[config.mk]
export PLATFORM = sky130hd
export DESIGN_NAME = fetch_unit
export DESIGN_NICKNAME = d
export VERILOG_FILES = /design/src/rtl/fetch_unit.sv
export SDC_FILE = /design/constraint.sdc
export NUM_CORES = 1
export LEC_CHECK = 0
export ABC_AREA = 1
export BUFFER_PORTS_ARGS = -buffer_cell sky130_fd_sc_hd__buf_2
export CORE_ASPECT_RATIO = 2
export CORE_MARGIN = 2
export CORE_UTILIZATION = 48
export DETAILED_ROUTE_END_ITERATION = 16
export PLACE_DENSITY = 0.76
export SLEW_MARGIN = 20
export SYNTH_ARGS = -nofsm -noshare
export SYNTH_HDL_FRONTEND = slang
export SYNTH_SLANG_ARGS = --single-unit
export TNS_END_PERCENT = 10
[constraint.sdc]
create_clock -name clk -period 1.5 [get_ports clk]
set_input_delay 0.075 -clock clk [delete_from_list [all_inputs] [get_ports clk]]
set_output_delay 0.075 -clock clk [all_outputs]
set_load 0.1 [all_outputs]
[src/rtl/fetch_unit.sv]
// Instruction fetch unit: walks the PC through instruction memory one word at a
// time, presents the fetched word and PC+4 to the IF/ID register, and handles
// redirects, including ones that arrive while a request is still outstanding.
// Optional feature macro: FETCH_MISALIGN_EN (misaligned-redirect fault + HALT).
module fetch_unit #(
  parameter logic [31:0] RESET_PC = 32'h0000_0000
) (
  input  logic        clk,
  input  logic        reset,
  input  logic        stall,
  input  logic        br_taken,
  input  logic [31:0] br_target,
  output logic        imem_req,
  output logic [31:0] imem_addr,
  input  logic        imem_ack,
  input  logic [31:0] imem_rdata,
  output logic [31:0] q_nextPC,
  output logic [31:0] q_instruction,
  output logic        valid
`ifdef FETCH_MISALIGN_EN
  ,
  output logic        fault
`endif
);

`ifdef FETCH_MISALIGN_EN
  typedef enum logic [2:0] {StIdle, StReq, StHold, StDrain, StHalt} state_e;
`else
  typedef enum logic [1:0] {StIdle, StReq, StHold, StDrain} state_e;
`endif

  state_e      state_q;
  logic [31:0] pc_q;
  logic [31:0] tgt_q;
  logic        req_q;
  logic        valid_q;
  logic [31:0] nextpc_q;
  logic [31:0] instr_q;

  logic [31:0] br_tgt;
  logic [31:0] drain_tgt;

`ifdef FETCH_MISALIGN_EN
  logic        fault_q;
  logic        tgt_bad_q;
  logic        br_bad;
  logic        drain_bad;
`endif

  // Redirect target as used by the PC; the newest redirect wins on the closing drain ack.
  always_comb begin
`ifdef FETCH_MISALIGN_EN
    br_tgt    = br_target;
    br_bad    = |br_target[1:0];
    drain_bad = br_taken ? br_bad : tgt_bad_q;
`else
    br_tgt    = {br_target[31:2], 2'b00};
`endif
    drain_tgt = br_taken ? br_tgt : tgt_q;
  end

  // Fetch FSM with registered request, data and valid outputs.
  always_ff @(posedge clk) begin
    if (reset) begin
      state_q  <= StIdle;
      pc_q     <= RESET_PC;
      tgt_q    <= '0;
      req_q    <= 1'b0;
      valid_q  <= 1'b0;
      nextpc_q <= '0;
      instr_q  <= '0;
`ifdef FETCH_MISALIGN_EN
      fault_q   <= 1'b0;
      tgt_bad_q <= 1'b0;
`endif
    end else begin
      unique case (state_q)
        StIdle: begin
`ifdef FETCH_MISALIGN_EN
          if (br_taken && br_bad) begin
            fault_q <= 1'b1;
            state_q <= StHalt;
          end else
`endif
          begin
            if (br_taken) pc_q <= br_tgt;
            req_q   <= 1'b1;
            state_q <= StReq;
          end
        end

        StReq: begin
          if (br_taken && imem_ack) begin
            // Returned word belongs to the wrong path: drop it and refetch.
`ifdef FETCH_MISALIGN_EN
            if (br_bad) begin
              fault_q <= 1'b1;
              req_q   <= 1'b0;
              state_q <= StHalt;
            end else
`endif
            pc_q <= br_tgt;
          end else if (br_taken) begin
            // Request must stay stable until acked, so park the target.
            tgt_q   <= br_tgt;
            state_q <= StDrain;
`ifdef FETCH_MISALIGN_EN
            tgt_bad_q <= br_bad;
`endif
          end else if (imem_ack) begin
            instr_q  <= imem_rdata;
            nextpc_q <= pc_q + 32'd4;
            valid_q  <= 1'b1;
            req_q    <= 1'b0;
            state_q  <= StHold;
          end
        end

        StDrain: begin
          if (imem_ack) begin
`ifdef FETCH_MISALIGN_EN
            if (drain_bad) begin
              fault_q <= 1'b1;
              req_q   <= 1'b0;
              state_q <= StHalt;
            end else
`endif
            begin
              pc_q    <= drain_tgt;
              state_q <= StReq;
            end
          end else if (br_taken) begin
            tgt_q <= br_tgt;
`ifdef FETCH_MISALIGN_EN
            tgt_bad_q <= br_bad;
`endif
          end
        end

        StHold: begin
          if (br_taken) begin
            valid_q <= 1'b0;
`ifdef FETCH_MISALIGN_EN
            if (br_bad) begin
              fault_q <= 1'b1;
              state_q <= StHalt;
            end else
`endif
            begin
              pc_q    <= br_tgt;
              req_q   <= 1'b1;
              state_q <= StReq;
            end
          end else if (!stall) begin
            pc_q    <= pc_q + 32'd4;
            valid_q <= 1'b0;
            req_q   <= 1'b1;
            state_q <= StReq;
          end
        end

`ifdef FETCH_MISALIGN_EN
        StHalt: begin
          req_q   <= 1'b0;
          valid_q <= 1'b0;
        end
`endif

        default: state_q <= StIdle;
      endcase
    end
  end

  // In DRAIN the PC still holds the abandoned address, keeping imem_addr stable.
  assign imem_req      = req_q;
  assign imem_addr     = pc_q;
  assign q_nextPC      = nextpc_q;
  assign q_instruction = instr_q;
  assign valid         = valid_q;
`ifdef FETCH_MISALIGN_EN
  assign fault         = fault_q;
`endif

endmodule
==> run summary <==
status = finished with violations
failing checks = hold timing, setup timing
YS warnings = 0
clock root buffer = clkbuf_16
Placed Area = 7970 sq um
Hold WC Path Type = primary input to flip-flop
Worst Path Max Fanout = 7
most frequent cells in the layout = 217 x nand2_1, 164 x buf_2, 122 x nor2_1
Ant. Diodes = 0
Nets = 1,290
setup TNS = -566 ps
CP arrival = 1930 ps
GPL Wtd Cong = 0.929
Initial DRT Pass Iterations = 5
Inst Count DP = 1,301
largest net degree at the start of global routing = 61
Worst R2R Start = imem_addr[4]$_SDFFE_PP0P_
Top Ports = 167
Post-Syn Nets = 1,038
worst hold slack = -0.689 ps
Final Slew Violations = 0
average vias per placed instance = 5.65
Critical Path RT = 1840 ps
setup slack after layout = -85.2 ps
share of cells above drive strength 1 = 32.8%
worst vdd rail ir drop = 0.992 mV
Crit path top cell by count = nand2_1
die area = 14,600 sq um
RSZ-0062 raised after global routing = true
P_sw = 4.45 mW
Clk pwr share = 37.5%
crit path kind = flip-flop to flip-flop
die width = 86.3 um
Max Cap Violations = 0
drt initial violations = 710
total track usage = 34.1%
vias in the first global route = 7,590
dpl hpwl = 16,300 um
Final period util = 106%
post-place setup slack = -91.7 ps
worst slew margin relative to its limit = 65.7%
CORE AREA = 13,400 sq um
sequential fraction of the synthesis area = 40.6%
clock latency on the worst-skew pair = 430 ps
vias after detailed routing = 7,846
Flop pwr share = 35.1%
synth-to-layout area growth = 45.4%
Critical Path Max Stage Delay = 390 ps
Post-Layout Cell Count = 1,388
antenna viol nets, final = 0
Reg clk slew, reported paths = 70 ps
slowest cell on the critical path = dfxtp_4
internal power = 7.05 mW
Non-Filler Cell Area, Final = 9460 sq um
Final Hold Viols = 1
fin util = 70.8%
initial antenna violation count = 0
Worst Tran Pin Value = 519 ps
Netlist cell types = 35
critical path cell sequence = nand2_2, nor2_4, nand2_4, nor2_8, xor2_4, nand2_1, nand2_1, nand2_1, a21oi_1
total power = 11.5 mW
Pwr Density = 1220 nW/um^2
switching share of power = 38.7%
Die H = 169 um
Comb pwr share = 27.4%
most common cell after layout, fill and taps aside = nand2_1
Initial Util = 48.7%
Mapped Area = 6500 sq um
CTS H-tree lvls = 4
Num CTS Buffers = 17
min-delay src = br_target[18]
crit path launch type = flip-flop
clock buffer depth = 2
CTS Sinks = 132
average size of a mapped cell = 6.72 sq um
Setup Viol. Count Final = 13
CP Capture Type = flip-flop
row count = 60
Synth Flop Type = dfxtp_1
crit path launch = imem_addr[4]$_SDFFE_PP0P_
# DRC = 0
fraction of registers with async set/reset = 0%
first-pass GRT wire length = 38,400 um
fin crit period = 1590 ps
worst-case clock skew = 8.43 ps
WL final = 25,400 um
fmax = 0.631 GHz
Leak = 4.43 nW
TritonCTS clock tree = built
input/output buffers = 164
Routed WL per cell = 18.3 um
Yosys reg bits = 132
Syn Inst Count = 968
EDFF count, synth = 0
total grt overflow = 0
==> cells by family after synthesis <==
| logic type | share of synthesized area, % |
|---|---|
| compound gates | 23.2 |
| xor+xnor | 1.46 |
| fa+ha+maj | 0.192 |
| buf+inv | 8.27 |
| flops | 40.6 |
| simple gates | 26.3 |
==> area by class of cell <==
type	count	area, sq um
Clock buffer	18	450
Sequential cell	132	2740
Timing Repair Buffer	290	2010
Tap cell	155	194
Clock inverter	14	155
Multi-Input combinational cell	710	3650
Fill cell	1052	3900
Inverter	69	264
==> power by group through the flow <==
| stage | clock network (mW) | logic (mW) | registers, mW |
|---|---|---|---|
| 2_1_floorplan | 0 | 0.810 | 5.32 |
| 3_3_place_gp | 0 | 2.84 | 4.07 |
| 3_5_place_dp | 0 | 2.86 | 4.08 |
| 4_1_cts | 4.33 | 3.02 | 4.01 |
| 5_1_grt | 4.51 | 3.30 | 4.05 |
| 6_report | 4.32 | 3.15 | 4.03 |
==> routing by layer <==
layer	track usage (%)	wire length, um	vias up
met5	0	0	-
met4	26.7	2220	0
met3	6.39	1490	128
met2	59.8	13100	404
met1	34.5	8590	3613
li1	-	-	3701
==> worst max-delay path: cells and delay by family, from the launching register on <==
| family | cells | cell delay, ps |
|---|---|---|
| XOR/XNOR | 1 | 240 |
| AO/OA/AOI/OAI | 1 | 140 |
| AND/OR/NAND/NOR | 7 | 740 |
| flip-flops | 1 | 390 |
==> registers in the layout, summed over array words and instances (netlist names) <==
register	cells
valid	1
state_q	2
tgt_q	32
q_instruction	32
q_nextPC	32
imem_addr	32
imem_req	1
==> worst paths after layout <==
kind	to	slack [ps]	cells past startpoint
hold / removal	imem_addr[18]$_SDFFE_PP0P_	-0.7	3
hold reg to reg	tgt_q[0]$_SDFFE_PP0P_	460	2
setup / recovery	imem_addr[15]$_SDFFE_PP0P_	-90	9
setup reg to reg	imem_addr[15]$_SDFFE_PP0P_	-90	9
==> synthesized netlist by cell type (all sizes together), types with 2 or more instances <==
library cell | count | area share (%)
a211oi | 26 | 3.0
a21oi | 66 | 5.1
a221oi | 2 | 0.27
a22oi | 2 | 0.23
a31oi | 24 | 2.3
buf | 39 | 3.3
clkbuf | 18 | 1.0
dfxtp | 132 | 41
inv | 69 | 4.0
nand2 | 253 | 15
nand3 | 15 | 1.2
nand3b | 3 | 0.35
nor2 | 158 | 9.9
o211ai | 5 | 0.58
o21ai | 136 | 10
o21bai | 3 | 0.35
xnor2 | 2 | 0.27
xor2 | 8 | 1.2
==> repair_timing <==
action	4_1_cts	5_1_grt
hold endpoints to repair	51	0
hold buffers	46	0
buffers inserted	1	7
cloned	1	0
pin swaps	6	24
endpoints found under the setup margin	77	95
resized for setup	23	81
Note: power is estimated with default switching activity, not from simulation.
